$ cat src/rtl/regfile_wb_arbiter.sv
// rtl/regfile_wb_arbiter.sv - two-queue (ALU/MEM) register-file writeback arbiter
// Round-robin drain of per-requester FIFOs into one RF write port, with pending-write lookup.
module regfile_wb_arbiter #(
  parameter int DEPTH = 2
) (
  input  logic        clk,
  input  logic        rst,
  input  logic        alu_valid,
  input  logic [3:0]  alu_reg,
  input  logic [15:0] alu_data,
  output logic        alu_ready,
  input  logic        mem_valid,
  input  logic [3:0]  mem_reg,
  input  logic [15:0] mem_data,
  output logic        mem_ready,
  output logic [3:0]  rf_dst_reg,
  output logic [15:0] rf_dst_data,
  output logic        rf_write,
  input  logic [3:0]  query_reg1,
  input  logic [3:0]  query_reg2,
  output logic        query_busy1,
  output logic        query_busy2
);
  localparam int PW = $clog2(DEPTH);
  localparam int CW = PW + 1;
  localparam logic [CW-1:0] FULL = CW'(DEPTH);

  // index 0 = ALU queue, index 1 = MEM queue
  logic [3:0]    ent_reg  [2][DEPTH];
  logic [15:0]   ent_data [2][DEPTH];
  logic [PW-1:0] wr_ptr   [2];
  logic [PW-1:0] rd_ptr   [2];
  logic [CW-1:0] count    [2];
  logic          last_mem;

  logic          in_valid [2];
  logic [3:0]    in_reg   [2];
  logic [15:0]   in_data  [2];
  logic          ready    [2];
  logic          push     [2];
  logic          pop      [2];
  logic          nonempty [2];
  logic          grant_alu, grant_mem;
  logic          hit1, hit2;
  logic [PW-1:0] offset;

  assign in_valid[0] = alu_valid;
  assign in_reg[0]   = alu_reg;
  assign in_data[0]  = alu_data;
  assign in_valid[1] = mem_valid;
  assign in_reg[1]   = mem_reg;
  assign in_data[1]  = mem_data;

  always_comb begin
    for (int q = 0; q < 2; q++) begin
      ready[q]    = !rst && (count[q] != FULL);
      push[q]     = in_valid[q] && ready[q] && (in_reg[q] != 4'd0);
      nonempty[q] = (count[q] != '0);
    end
  end

  // MEM wins a tie unless it was granted last
  assign grant_mem = nonempty[1] && (!nonempty[0] || !last_mem);
  assign grant_alu = nonempty[0] && !grant_mem;
  assign pop[0]    = grant_alu;
  assign pop[1]    = grant_mem;

  assign alu_ready = ready[0];
  assign mem_ready = ready[1];
  assign rf_write  = grant_alu || grant_mem;

  always_comb begin
    rf_dst_reg  = 4'd0;
    rf_dst_data = 16'd0;
    if (grant_mem) begin
      rf_dst_reg  = ent_reg[1][rd_ptr[1]];
      rf_dst_data = ent_data[1][rd_ptr[1]];
    end else if (grant_alu) begin
      rf_dst_reg  = ent_reg[0][rd_ptr[0]];
      rf_dst_data = ent_data[0][rd_ptr[0]];
    end
  end

  // a slot is live when its distance from the read pointer is below the occupancy
  always_comb begin
    hit1   = 1'b0;
    hit2   = 1'b0;
    offset = '0;
    for (int q = 0; q < 2; q++) begin
      for (int i = 0; i < DEPTH; i++) begin
        offset = PW'(i) - rd_ptr[q];
        if ({1'b0, offset} < count[q]) begin
          if (ent_reg[q][i] == query_reg1) hit1 = 1'b1;
          if (ent_reg[q][i] == query_reg2) hit2 = 1'b1;
        end
      end
    end
  end

  assign query_busy1 = hit1 && (query_reg1 != 4'd0);
  assign query_busy2 = hit2 && (query_reg2 != 4'd0);

  always_ff @(posedge clk or posedge rst) begin
    if (rst) begin
      for (int q = 0; q < 2; q++) begin
        wr_ptr[q] <= '0;
        rd_ptr[q] <= '0;
        count[q]  <= '0;
      end
      last_mem <= 1'b0;
    end else begin
      for (int q = 0; q < 2; q++) begin
        if (push[q]) wr_ptr[q] <= wr_ptr[q] + 1'b1;
        if (pop[q])  rd_ptr[q] <= rd_ptr[q] + 1'b1;
        count[q] <= count[q] + CW'(push[q]) - CW'(pop[q]);
      end
      if (rf_write) last_mem <= grant_mem;
    end
  end

  always_ff @(posedge clk) begin
    for (int q = 0; q < 2; q++) begin
      if (push[q]) begin
        ent_reg[q][wr_ptr[q]]  <= in_reg[q];
        ent_data[q][wr_ptr[q]] <= in_data[q];
      end
    end
  end
endmodule

$ cat config.mk
export PLATFORM = sky130hd
export DESIGN_NAME = regfile_wb_arbiter
export DESIGN_NICKNAME = d
export VERILOG_FILES = /design/src/rtl/regfile_wb_arbiter.sv
export SDC_FILE = /design/constraint.sdc
export NUM_CORES = 1
export LEC_CHECK = 0
export BUFFER_PORTS_ARGS = -buffer_cell sky130_fd_sc_hd__buf_2
export CAP_MARGIN = 20
export CORE_MARGIN = 5
export CORE_UTILIZATION = 55
export CTS_CLUSTER_DIAMETER = 30
export CTS_CLUSTER_SIZE = 8
export DETAILED_ROUTE_END_ITERATION = 7
export PLACE_DENSITY = 0.91
export SYNTH_ARGS = -nofsm -noshare
export SYNTH_HDL_FRONTEND = slang
export SYNTH_SLANG_ARGS = --single-unit
$ cat constraint.sdc
create_clock -name clk -period 2.5 [get_ports clk]
set_input_delay 0.25 -clock clk [delete_from_list [all_inputs] [get_ports clk]]
set_output_delay 0.25 -clock clk [all_outputs]
set_load 0.02 [all_outputs]
==> qor.yml <==
floorplanning:
  io_pins: 77
  die_w_um: 96.3
  row_count: 31
  core_area_sq_mm: 0.00725
  start_util_pct: 56.4
  fp.dieArea_sq_mm: 0.00926
  die_y_um: 96.3
hold_path:
  hold_path_class: "in2reg"
  min-delay-start: "alu_data[7]"
route:
  num_vias: 2463
  wl_um: 7960
  firstDrtPassIters: 4
  drc: 0
  first_iter_violations: 168
  vias_per_cell: 5.35
  wl_per_cell_um: 17.3
  antenna_left: 0
critical_path:
  cp-end-kind: "register"
  critical_path.startpoint: "count[2]$_DFF_PP0_"
  worstPathMaxFanout: 20
  regToRegStartpoint: "count[2]$_DFF_PP0_"
  start_kind: "register"
  crit_required_ns: 2.46
  critPathKind: "reg2reg"
  cp.arrival_ns: 2.07
run_status:
  status: "finished, final reports clean"
yosys:
  synth_area_leaders: "edfxtp_1, xnor2_1, dfrtp_1"
  yosysTopAreaCell: "edfxtp_1"
  synth_seq_cells: 89
  ys_types: 35
  ys_seq_area_share_pct: 64.2
  yosysWarnings: 0
  avgSynthCellArea_sq_um: 14.5
  yosys.area.top_type_share_pct: 58.7
  synthCells: 282
  synth_area_sq_mm: 0.00409
  synth_nets: 338
clock_tree:
  post_cts_buffers: 0
  cts_root_buf: "clkbuf_8"
  cts_tree: "yes"
  cts_buffers: 9
  clk_latency_ns: 0.35
  cts_buffer_depth: 2
  cts_resized: 0
  cts.sinks: 89
  clkTransAtPathRegs_ns: 0.09
  h-tree-depth: 3
global_route:
  grt_max_degree: 24
  antenna_found_initial: 0
  grt_overflow_total: 0
  grt_pass1_wl_um: 12600
  grt_pass1_vias: 2599
  track_usage_pct: 18.7
timing:
  drv_slew: 0
  whs_ns: 0.0865
  hold_viol: 0
  layout_setup_ws_ns: 0.393
  relSlewSlack_pct: 29.4
  fmaxAchievable_ghz: 0.475
  finalSetupViolCount: 0
  fin_crit_sh_pct: 84.3
  fin_crit_ns: 2.11
  worstMarginPinSlew_ns: 1.06
  finalSetupTns_ns: 0
  rsz0062_at_grt: "no"
  fin_skew_ns: 0.0170
placed_design:
  portBuffers: 76
  dp_cells: 442
  pre_cts_slack_ns: 0.255
  hpwl_um: 5670
  gp_congestion: 0.835
  dpl_cell_area_sq_mm: 0.00452
flow_run:
  drv_cap: 0
cells_and_area:
  final_core_util_pct: 65.7
  drive_above_1_share_pct: 36.8
  final_area_sq_mm: 0.00476
  syn_to_final_growth_pct: 16.5
  largest_reg_flops: 64
  fin_cells: 460
  nNetsFinal: 413
  diodes: 0
power:
  seqPwrFrac_pct: 37.3
  p_switching_mw: 2.14
  internal_power_mw: 3.43
  finalPower_mw: 5.57
  power.share.clock_pct: 18.4
  comb_power_share_pct: 44.2
  p_leak_nw: 1.79
  netSwitchingFraction_pct: 38.4
  irDropWorstVdd_v: 0.000579
  p_per_area_mw_per_mm2: 1170
repair_timing:
item / 4_1_cts / 5_1_grt
endpoints found under the setup margin: 0 / 0
hold buffers: 1 / 0
endpoints found under the hold margin: 9 / 0
cells in the final DEF, fill, tap and decap left out, types with 2 or more instances in the layout:
cell type and instances:
mux2i_1 20, nand3_1 21, a21oi_1 3, o21ai_1 20
nand4_1 5, bufinv_16 2, mux2_2 20, nand2_1 2
edfxtp_1 80, xor2_1 6, buf_8 2, clkbuf_8 9
nand3_2 2, inv_1 8, dfrtp_1 9, nor2_1 3
buf_2 76, clkinv_2 2, buf_4 5, o22ai_1 2
nor2_2 4, xnor2_1 34, ha_1 4, a21oi_2 2
or4_4 2
critical path: stages (launching register included):
cell     delay, ns
dfrtp_1       0.47
inv_1         0.09
a21oi_2       0.19
nand3_2       0.15
nor2_2        0.82
synthesized netlist by cell type:
library cell and n:
o21ai_4 1, ha_1 4, a31oi_1 1, or4_1 1
nand3_2 2, buf_2 16, and2b_1 1, a21oi_2 2
dfrtp_1 9, inv_2 1, o21ai_2 1, mux2i_1 20
or4_4 2, or2_2 1, o31a_1 1, nor2_1 7
o2111ai_1 1, nand2_1 2, nor4_1 1, a21oi_1 3
mux2_2 20, nor4_2 1, o21ai_1 20, xor2_1 6
inv_1 8, nand4_1 5, o22a_1 1, nor2_4 1
o22ai_1 2, nand3_1 21, o21a_1 1, nor3_1 1
buf_6 4, edfxtp_1 80, xnor2_1 34
cell families after synthesis:
group	share of synthesized area, %
mux	10.4
compound gates	5.14
fa+ha+maj	1.22
xor+xnor	8.56
buf+inv	3.88
flops	64.2
simple gates	6.58
cell type report:
class | instances | area, sq um
multi-input cells | 164 | 1320
well taps | 99 | 124
flip-flops and latches | 89 | 2630
clock inverters | 5 | 78.8
clock buffers | 10 | 128
fillers | 541 | 2490
repair buffers | 84 | 458
inverters | 9 | 33.8
power groups by stage:
stage	logic (mW)	registers, mW	clock network (mW)
CTS	2.47	2.08	1.05
finish	2.46	2.08	1.03
global placement	2.42	2.09	0
detailed placement	2.44	2.11	0
floorplan	1.90	2.03	0
global route	2.70	2.11	1.13
worst paths after layout:
kind	endpoint	slack, ns	cells past startpoint
worst max-delay path	ent_data[0][6]$_DFFE_PP_	0.39	4
max in group asynchronous	wr_ptr[1]$_DFFE_PP0P_	1.80	3
worst min register to register	wr_ptr[0]$_DFFE_PP0P_	0.52	1
min in group asynchronous	count[1]$_DFF_PP0_	0.44	3
worst min-delay path	ent_data[0][7]$_DFFE_PP_	0.09	1
worst max register to register	ent_data[0][6]$_DFFE_PP_	0.39	4
routing by layer:
layer | vias up | global-route usage [%] | wire length (um)
met4 | 0 | 8.29 | 193
met2 | 72 | 31.9 | 4120
met5 | - | 0 | 0
met3 | 15 | 4.53 | 438
met1 | 1194 | 22.4 | 3210
li1 | 1182 | - | -
(Power assumes the default switching activity.)
